**src/rtl/mem_access_unit_pkg.sv**
```systemverilog
// Shared definitions for the memory access stage.
// Holds the operator codes, write/reset polarity constants, the FSM state
// encodings, the access-size encoding and the big-endian lane mask helper.
package mem_access_unit_pkg;

    // Operator codes (8-bit, as carried in the EX/MEM register)
    localparam logic [7:0] OP_NOP = 8'h00;
    localparam logic [7:0] OP_ADD = 8'h01;
    localparam logic [7:0] OP_SUB = 8'h02;
    localparam logic [7:0] OP_LB  = 8'h20;
    localparam logic [7:0] OP_LBU = 8'h21;
    localparam logic [7:0] OP_LH  = 8'h22;
    localparam logic [7:0] OP_LHU = 8'h23;
    localparam logic [7:0] OP_LW  = 8'h24;
    localparam logic [7:0] OP_SB  = 8'h28;
    localparam logic [7:0] OP_SH  = 8'h29;
    localparam logic [7:0] OP_SW  = 8'h2A;

    localparam logic WRITE_ENABLE  = 1'b1;
    localparam logic WRITE_DISABLE = 1'b0;
    localparam logic RESET_ENABLE  = 1'b1;

    typedef enum logic [1:0] {
        STATE_IDLE = 2'd0,
        STATE_BUSY = 2'd1,
        STATE_DONE = 2'd2
    } state_t;

    typedef enum logic [1:0] {
        SIZE_BYTE = 2'd0,
        SIZE_HALF = 2'd1,
        SIZE_WORD = 2'd2
    } access_size_t;

    // Big-endian lane mask: offset 0 is the most significant byte (bit 3).
    function automatic logic [3:0] lane_mask(input logic [1:0] size, input logic [1:0] offset);
        logic [3:0] mask;
        case (size)
            SIZE_BYTE: mask = 4'b1000 >> offset;
            SIZE_HALF: mask = offset[1] ? 4'b0011 : 4'b1100;
            default:   mask = 4'b1111;
        endcase
        return mask;
    endfunction

endpackage

```
**src/rtl/mem_access_unit_load_aligner.sv**
```systemverilog
// load_aligner: selects the addressed lane of a big-endian bus word and
// sign- or zero-extends it to 32 bits. Purely combinational.
// Ports:
//   load_size   - access size (SIZE_BYTE / SIZE_HALF / SIZE_WORD)
//   load_signed - 1 sign-extends, 0 zero-extends
//   byte_offset - address bits [1:0]
//   read_data   - captured bus word
//   load_data   - extracted, extended result
module load_aligner
    import mem_access_unit_pkg::*;
(
    input  logic [1:0]  load_size,
    input  logic        load_signed,
    input  logic [1:0]  byte_offset,
    input  logic [31:0] read_data,
    output logic [31:0] load_data
);

    logic [7:0]  lane_byte;
    logic [15:0] lane_half;

    always_comb begin
        case (byte_offset)
            2'd0:    lane_byte = read_data[31:24];
            2'd1:    lane_byte = read_data[23:16];
            2'd2:    lane_byte = read_data[15:8];
            default: lane_byte = read_data[7:0];
        endcase
        lane_half = byte_offset[1] ? read_data[15:0] : read_data[31:16];

        case (load_size)
            SIZE_BYTE: load_data = {{24{load_signed & lane_byte[7]}}, lane_byte};
            SIZE_HALF: load_data = {{16{load_signed & lane_half[15]}}, lane_half};
            default:   load_data = read_data;
        endcase
    end

endmodule

```
**src/rtl/mem_access_unit.sv**
```systemverilog
// mem_access_unit: MEM pipeline stage. Non-memory operations pass straight
// through to write-back; loads/stores run a single bus transaction through
// an IDLE -> BUSY -> DONE FSM while stalling the earlier stages.
// Ports:
//   clock, reset           - rising-edge clock, synchronous active-high reset
//   mem_*                  - EX/MEM register outputs (operator, address, store
//                            data, write-back enable/address/ALU result)
//   wb_reg_write_*         - to the MEM/WB register
//   bus_*                  - data bus; request/address/lanes/data are registered
//   stall_request          - freezes stages 0-3 while a memory access is pending
//   address_error          - combinational misalignment flag in IDLE
module mem_access_unit
    import mem_access_unit_pkg::*;
(
    input  logic        clock,
    input  logic        reset,
    input  logic [7:0]  mem_operator,
    input  logic [31:0] mem_operand_a,
    input  logic [31:0] mem_operand_b,
    input  logic        mem_reg_write_enable,
    input  logic [4:0]  mem_reg_write_address,
    input  logic [31:0] mem_reg_write_data,
    output logic        wb_reg_write_enable,
    output logic [4:0]  wb_reg_write_address,
    output logic [31:0] wb_reg_write_data,
    output logic        bus_request,
    output logic        bus_write_enable,
    output logic [31:0] bus_address,
    output logic [3:0]  bus_byte_select,
    output logic [31:0] bus_write_data,
    input  logic        bus_ready,
    input  logic [31:0] bus_read_data,
    output logic        stall_request,
    output logic        address_error
);

    state_t       state_q, state_d;
    access_size_t access_size;
    logic         is_load, is_store, is_mem, load_signed;
    logic         misaligned, mem_aligned;
    logic [31:0]  store_data;
    logic [31:0]  read_data_q;
    logic [31:0]  load_data;

    // Operator decode
    always_comb begin
        is_load     = 1'b0;
        is_store    = 1'b0;
        load_signed = 1'b0;
        access_size = SIZE_WORD;
        case (mem_operator)
            OP_LB:  begin is_load  = 1'b1; access_size = SIZE_BYTE; load_signed = 1'b1; end
            OP_LBU: begin is_load  = 1'b1; access_size = SIZE_BYTE; end
            OP_LH:  begin is_load  = 1'b1; access_size = SIZE_HALF; load_signed = 1'b1; end
            OP_LHU: begin is_load  = 1'b1; access_size = SIZE_HALF; end
            OP_LW:  begin is_load  = 1'b1; access_size = SIZE_WORD; end
            OP_SB:  begin is_store = 1'b1; access_size = SIZE_BYTE; end
            OP_SH:  begin is_store = 1'b1; access_size = SIZE_HALF; end
            OP_SW:  begin is_store = 1'b1; access_size = SIZE_WORD; end
            default: ;
        endcase
    end

    assign is_mem      = is_load | is_store;
    assign misaligned  = ((access_size == SIZE_HALF) && mem_operand_a[0]) ||
                         ((access_size == SIZE_WORD) && (mem_operand_a[1:0] != 2'b00));
    assign mem_aligned = is_mem && !misaligned;

    // Stores replicate the datum across every lane; byte_select picks the live one.
    always_comb begin
        case (access_size)
            SIZE_BYTE: store_data = {4{mem_operand_b[7:0]}};
            SIZE_HALF: store_data = {2{mem_operand_b[15:0]}};
            default:   store_data = mem_operand_b;
        endcase
    end

    // FSM state register
    always_ff @(posedge clock) begin
        if (reset == RESET_ENABLE) state_q <= STATE_IDLE;
        else                       state_q <= state_d;
    end

    // FSM next state and control outputs
    always_comb begin
        state_d       = state_q;
        stall_request = mem_aligned && (state_q != STATE_DONE);
        address_error = is_mem && misaligned && (state_q == STATE_IDLE);
        case (state_q)
            STATE_IDLE: if (mem_aligned) state_d = STATE_BUSY;
            STATE_BUSY: if (bus_ready)   state_d = STATE_DONE;
            STATE_DONE: state_d = STATE_IDLE;
            default:    state_d = STATE_IDLE;
        endcase
    end

    // Bus registers: loaded on IDLE->BUSY, held until bus_ready ends the access.
    // The captured read word is only written from BUSY, so bus traffic in any
    // other state is ignored.
    always_ff @(posedge clock) begin
        if (reset == RESET_ENABLE) begin
            bus_request      <= 1'b0;
            bus_write_enable <= 1'b0;
            bus_address      <= 32'd0;
            bus_byte_select  <= 4'd0;
            bus_write_data   <= 32'd0;
            read_data_q      <= 32'd0;
        end else begin
            case (state_q)
                STATE_IDLE: if (mem_aligned) begin
                    bus_request      <= 1'b1;
                    bus_write_enable <= is_store;
                    bus_address      <= {mem_operand_a[31:2], 2'b00};
                    bus_byte_select  <= lane_mask(access_size, mem_operand_a[1:0]);
                    bus_write_data   <= store_data;
                end
                STATE_BUSY: if (bus_ready) begin
                    bus_request      <= 1'b0;
                    bus_write_enable <= 1'b0;
                    read_data_q      <= bus_read_data;
                end
                default: ;
            endcase
        end
    end

    // The EX/MEM register is frozen during the access, so operand_a's low
    // bits are still valid in DONE for lane selection.
    load_aligner u_load_aligner (
        .load_size   (access_size),
        .load_signed (load_signed),
        .byte_offset (mem_operand_a[1:0]),
        .read_data   (read_data_q),
        .load_data   (load_data)
    );

    // Write-back: pass-through for ALU ops; memory ops only write in DONE for loads.
    always_comb begin
        wb_reg_write_enable  = mem_reg_write_enable;
        wb_reg_write_address = mem_reg_write_address;
        wb_reg_write_data    = mem_reg_write_data;
        if (is_mem) begin
            wb_reg_write_enable = WRITE_DISABLE;
            if ((state_q == STATE_DONE) && is_load && !misaligned) begin
                wb_reg_write_enable = mem_reg_write_enable;
                wb_reg_write_data   = load_data;
            end
        end
    end

endmodule
```
**config.mk**
```make
export PLATFORM = sky130hd
export DESIGN_NAME = mem_access_unit
export DESIGN_NICKNAME = d
export VERILOG_FILES = /design/src/rtl/mem_access_unit_pkg.sv /design/src/rtl/mem_access_unit_load_aligner.sv /design/src/rtl/mem_access_unit.sv
export SDC_FILE = /design/constraint.sdc
export NUM_CORES = 1
export LEC_CHECK = 0
export ABC_CLOCK_PERIOD_IN_PS = 3700
export BUFFER_PORTS_ARGS = -buffer_cell sky130_fd_sc_hd__clkbuf_2
export CAP_MARGIN = 40
export CORE_MARGIN = 4
export CORE_UTILIZATION = 46
export CTS_CLUSTER_DIAMETER = 40
export DETAILED_ROUTE_END_ITERATION = 8
export MAX_ROUTING_LAYER = met4
export PLACE_DENSITY_LB_ADDON = 0.3
export RECOVER_POWER = 50
export SLEW_MARGIN = 25
export SYNTH_ARGS = -nofsm -noshare
export SYNTH_HDL_FRONTEND = slang
export SYNTH_SLANG_ARGS = --single-unit
```
**constraint.sdc**
```tcl
create_clock -name clock -period 3.7 [get_ports clock]
set_clock_uncertainty 0.1 [all_clocks]
set_input_delay 0.74 -clock clock [delete_from_list [all_inputs] [get_ports clock]]
set_output_delay 0.74 -clock clock [all_outputs]
set_load 0.005 [all_outputs]
```
==> metrics, run 1 <==
depth of the most critical reg-to-reg path=3; Core ar.=approximately 10000 um2; R2R Setup Slk=1.22 ns; Post-synth EDFFs=0; die area=~13000 um2; drt total wl=between 15 and 20 mm; clk slew on worst S/H paths=approximately 0.10 ns; CP dominant cell by count=clkbuf_2; crit path capture type=output port; setup_tns=0 ns; flops & latches, synth=slightly above 100; Pint=1550 uW; Final Hold Fails=0; HP Start=bus_address[7]; Final Core Density=0.614; Cell variety after synth=44; Setup Viol. Count Final=0; Critical Path Start=mem_operator[7]; CTS Sinks=102; Starting Density=0.478; Max stage delay on crit path=0.58 ns; cts bufs inserted=9; synthesized area=4980 um2; Pre-antenna DRT Iters=5; Syn Area/Cell=7.34 um2; via count=between 5000 and 6000; Clock Path Buffers=2; share of the synthesized area in the top cell type=0.410; Routed Antenna Nets=0; Antenna diodes=0; violated checks=max-capacitance violations, max-slew violations; ys async rst share=0; Comb power frac=0.106; Worst Hold Class=reg2reg; VDD IR max=between 0.0002 and 0.00025 V; period utilization=0.904; CP Cell Sequence=clkbuf_2 -> or4b_1 -> nor2_1 -> a222oi_1 -> a21oi_1 -> clkbuf_2; CP Buf/Inv Count=2; HPWL Detailed=roughly 12 mm; H-tree levels=3; Main synth FF type=dfxtp_1; most instantiated library cell after synthesis=nand2_1; crit start category=input pin; grt total ovfl=0; Power Total=2090 uW; CP delay by family, top=simple AND/OR/NAND/NOR gates; max-cap violation count=1; dominant cell type by area after synthesis=dfxtp_1; status=finished, violations left; CTS hold repair buffers=0; Syn Inst Count=between 600 and 700; top cells by count, synth=193 x nand2_1, 128 x a21oi_1, 102 x dfxtp_1, 66 x nor2_1, 44 x clkbuf_1; # port buffers=242; first-pass GRT wire length=25.9 mm; Slew Viols, Final=36; normalized max-slew margin=-0.289; slowest library cell on the worst path=or4b_1; DRC Markers=0; number of vias per cell=around 5.4; row count=37; die span in x=112 um; RSZ-0062 raised after global routing=false; reg2reg end=read_data_q[15]; Seq pwr share=0.528; Clock Power Share=0.366; Clock Tree Root=clkbuf_8; area grow syn2layout=28.3%; FMAX=0.299 GHz; WP data required=2.86 ns; initial antenna violation count=0; pwr dens=roughly 330 nW/um2; worst-skew pair later-pin latency=0.36 ns; Tightest Pin Transition=about 1.9 ns; Leak=0.00257 uW; Post-CTS Resized=0; FF-to-FF Start=state_q[1]; GP Congestion=0.948; die height=112 um; vias in the first global route=5162; setup bufs post-CTS=0; sequential-to-total area share from yosys stat=0.410; Syn. warnings=0; Max FO, Critical Path=7; All-Layer GR Usage=0.257; Switching Share=0.260; DR WL/cell=approximately 16 um; NetSw=545 uW; Setup CP Type=in2out; TritonCTS clock tree=built; # IOs=255; largest net degree at the start of global routing=86; initial DRC count=482; share of post-route cells with drive strength above 1=0.277; synth top area cells=dfxtp_1 41%, nand2_1 15%, a21oi_1 13%; Min-Delay Path Depth=2; Worst EP arrival=between 2 and 3 ns; Final Net Count=1027; Worst Hold End=bus_address[7]; crit path time final=3.34 ns
==> registers in the layout (all words and copies together) (netlist names) <==
register          flops
bus_write_enable      1
bus_write_data       32
bus_byte_select       4
bus_request           1
bus_address          30
read_data_q          32
state_q               2
==> routing by layer <==
layer	routed length (um)	vias to the layer above	track usage	share of wire
li1	-	2754	-	-
met1	6620	2462	0.308	0.40
met2	8230	228	0.431	0.50
met3	1190	35	0.0528	0.072
met4	471	0	0.0865	0.029
met5	0	-	-	0
==> layout make-up <==
type                    count  area, um2
fillers                  1056       4020
clock buffers              10        138
flip-flops and latches    102       2040
inverters                   2       7.51
clock inverters             6       77.6
multi-input cells         511       2660
repair buffers            256       1310
well taps                 136        170
==> cell usage in the layout, fill, tap and decap left out, drive strengths merged, types with 2 or more instances in the layout <==
cell type  count
o21ai         13
a311oi        17
nand3          2
a21oi        128
a31oi          2
buf           15
nand2        193
a222oi         6
clkinv         2
nor3          13
nand4b         2
a221oi        17
clkbuf       251
mux2           7
a2111oi        2
nor4b          2
nand2b         3
a211oi         2
conb           2
mux2i          9
nor2b          2
dfxtp        102
inv            4
nor2          66
and3           2
a22o           6
a2111o         2
==> worst register-to-register path: stages (launching register included) <==
cell	delay [ns]
dfxtp_1	0.50
or2_0	1.46
nand2_1	0.12
a21oi_1	0.22
==> power groups by stage <==
stage               sequential (uW)  clock [uW]  combinational (uW)
finish                         1100         766                 221
global route                   1110         834                 245
CTS                            1100         784                 221
floorplan                      1130           0                98.7
detailed placement             1130           0                 219
global placement               1130           0                 215
==> per-stage QoR <==
stage	setup slack, ns	hold WS [ns]	area, um2	std cells
floorplan	0.359	0.336	4990	680
global placement	0.409	0.339	6210	1006
detailed placement	0.400	0.346	6230	1007
CTS	0.395	0.360	6450	1023
global route	0.172	0.380	6400	1023
finish	0.356	0.357	6400	1023
==> worst max-delay path by stage <==
| stage | endpoint | slack (ns) | cells after the start |
|---|---|---|---|
| after CTS | wb_reg_write_data[3] | 0.40 | 6 |
| after detailed placement | wb_reg_write_data[3] | 0.40 | 6 |
| after floorplan | wb_reg_write_data[21] | 0.36 | 6 |
| final | wb_reg_write_data[3] | 0.36 | 6 |
| after global placement | wb_reg_write_data[3] | 0.41 | 6 |
| after global routing | wb_reg_write_data[18] | 0.17 | 7 |
==> kinds of logic after synthesis <==
kind of cell | Yosys count | synth area share
multiplexers | 17 | 0.0384
flip-flops | 102 | 0.410
buffers and inverters | 67 | 0.0608
AO/OA/AOI/OAI | 201 | 0.252
AND/OR/NAND/NOR | 291 | 0.238
other | 1 | 0.000752
Note: power is estimated with default switching activity, not from simulation.
==> run 2: changes to the inputs <==
- PLACE_DENSITY_LB_ADDON: 0.3 -> 0.08
==> run 2 against run 1 <==
Largest cell class unchanged. Clock-buffer cell count increased by 1. Critical endpoint is now wb_reg_write_data[1]. Cell count hardly changed. Total power shrank 0.88%. Core utilization up 0.14 points. Hold slack lost 0.00065 ns. The run still ends with max-capacitance violations, max-slew violations left.
==> metrics, run 2 (synthesized netlist as in run 1, its figures left out) <==
drt total wl=16.0 mm (-2.8%); row count=37 (unchanged); fillers=1001 (-5.2%); cts bufs inserted=9 (unchanged); die span in x=112 um (unchanged); max-cap violation count=1 (unchanged); setup_tns=0 ns (unchanged); Post-CTS Resized=0 (unchanged); Core ar.=10400 um2 (unchanged); share of post-route cells with drive strength above 1=0.289 (+0.0116); pwr dens=323 nW/um2 (-1.1%); via count=5567 (+1.6%); die area=12600 um2 (unchanged); die height=112 um (unchanged); Routed Antenna Nets=0 (unchanged); setup bufs post-CTS=0 (unchanged); HPWL Detailed=12.1 mm (-1.0%); number of vias per cell=5.45 (+1.7%); period utilization=0.914 (+0.00988); VDD IR max=0.000208 V (-11%); Final WS setup=0.319 ns (-0.0365 ns); DRC Markers=0 (unchanged); DR WL/cell=15.7 um (-2.8%); status=finished, violations left; Tightest Pin Transition=2.00 ns (+0.0665 ns); largest net degree at the start of global routing=86 (unchanged); Final Hold Fails=0 (unchanged); initial antenna violation count=0 (unchanged); Clock Path Buffers=2 (unchanged); area grow syn2layout=28.6%; worst-skew pair later-pin latency=0.36 ns (about the same); DP Worst Slack=0.356 ns (-0.0446 ns); Pre-antenna DRT Iters=6 (+1); R2R Setup Slk=1.13 ns (-0.09 ns); largest registers=bus_write_data x32, read_data_q x32, bus_address x30; Leak=0.00260 uW (+1.2%); RSZ-0062 raised after global routing=false; Setup CP Type=in2out; GP Congestion=0.854 (-9.9%); vias in the first global route=5242 (+1.5%); FMAX=0.296 GHz (-1.1%); normalized max-slew margin=-0.333 (-0.0443); most common cell after layout, fill and taps aside=clkbuf_2; # port buffers=242 (unchanged); grt total ovfl=0 (unchanged); # IOs=255 (unchanged); violated checks=max-capacitance violations, max-slew violations; reg2reg end=bus_write_enable; WP data required=2.86 ns (about the same); Max FO, Critical Path=7 (unchanged); initial DRC count=378 (-22%); most frequent cells in the layout=210 x clkbuf_2, 193 x nand2_1, 127 x a21oi_1; crit path capture type=output port; crit path time final=3.38 ns (+0.0365 ns); Worst Hold End=bus_byte_select[2]; Setup Viol. Count Final=0 (unchanged); Starting Density=0.478 (unchanged); Slew Viols, Final=36 (unchanged); Clock Tree Root=clkbuf_8; CTS hold repair buffers=0 (unchanged); Min-Delay Path Depth=2 (unchanged); hold_ws=0.356 ns (-0.000650 ns); TritonCTS clock tree=built; clk slew on worst S/H paths=0.09 ns (about the same); All-Layer GR Usage=0.248 (-0.00846); Final Core Density=0.615 (+0.00144); CTS Sinks=102 (unchanged); H-tree levels=3 (unchanged); storage element area=2040 um2 (unchanged); crit start category=input pin; Worst Hold Class=reg2reg; Worst EP arrival=2.54 ns (+0.04 ns); depth of the most critical reg-to-reg path=3 (unchanged); Antenna diodes=0 (unchanged); FF-to-FF Start=state_q[1]; HP Start=bus_byte_select[2]; first-pass GRT wire length=25.2 mm (-2.6%); multi-input logic area=2660 um2 (about the same); Final Net Count=1026 (-0.097%)
run 2: worst max path at each step:
stage	from	endpoint	slack [ns]	cells past startpoint
after floorplan	mem_operator[7]	wb_reg_write_data[21]	0.36	6
after global placement	mem_operator[7]	wb_reg_write_data[1]	0.40	6
after detailed placement	mem_operator[7]	wb_reg_write_data[24]	0.36	8
after CTS	mem_operator[7]	wb_reg_write_data[24]	0.36	8
after global routing	mem_operator[7]	wb_reg_write_data[13]	0.23	7
final	mem_operator[7]	wb_reg_write_data[1]	0.32	6
run 2: critical path, cell delays in order:
cell	delay, ns
clkbuf_2	0.09
or4b_1	0.60
nor2_1	0.49
a222oi_1	0.22
a21oi_1	0.25
clkbuf_2	0.15
run 2: metal layers:
metal | up-vias | share of wire | track usage
met1 | 2547 | 0.40 | 0.298
met5 | - | 0 | -
met2 | 248 | 0.51 | 0.433
met3 | 16 | 0.076 | 0.0458
li1 | 2756 | - | -
met4 | 0 | 0.014 | 0.0601
run 2: metrics by stage:
stage               area (um2)  total power, uW  instances
finish                    6410             2070       1022
CTS                       6450             2090       1022
global placement          6210             1340       1005
global route              6410             2150       1022
floorplan                 4990             1230        680
detailed placement        6230             1350       1006
run 2: final cells by class:
cell class,count,share of cell area
multi-input cells,511,0.415
clock inverters,5,0.0101
flip-flops and latches,102,0.319
clock buffers,11,0.0236
well taps,136,0.0265
repair buffers,255,0.206
inverters,2,0.00117
run 2: power by group:
group / leakage [uW] / total, uW / switching, uW / internal (uW)
sequential: 0.000822 / 1100 / 2.97 / 1100
combinational: 0.00168 / 220 / 117 / 102
clock: 0.000104 / 749 / 392 / 357
total: 0.00260 / 2070 / 512 / 1560
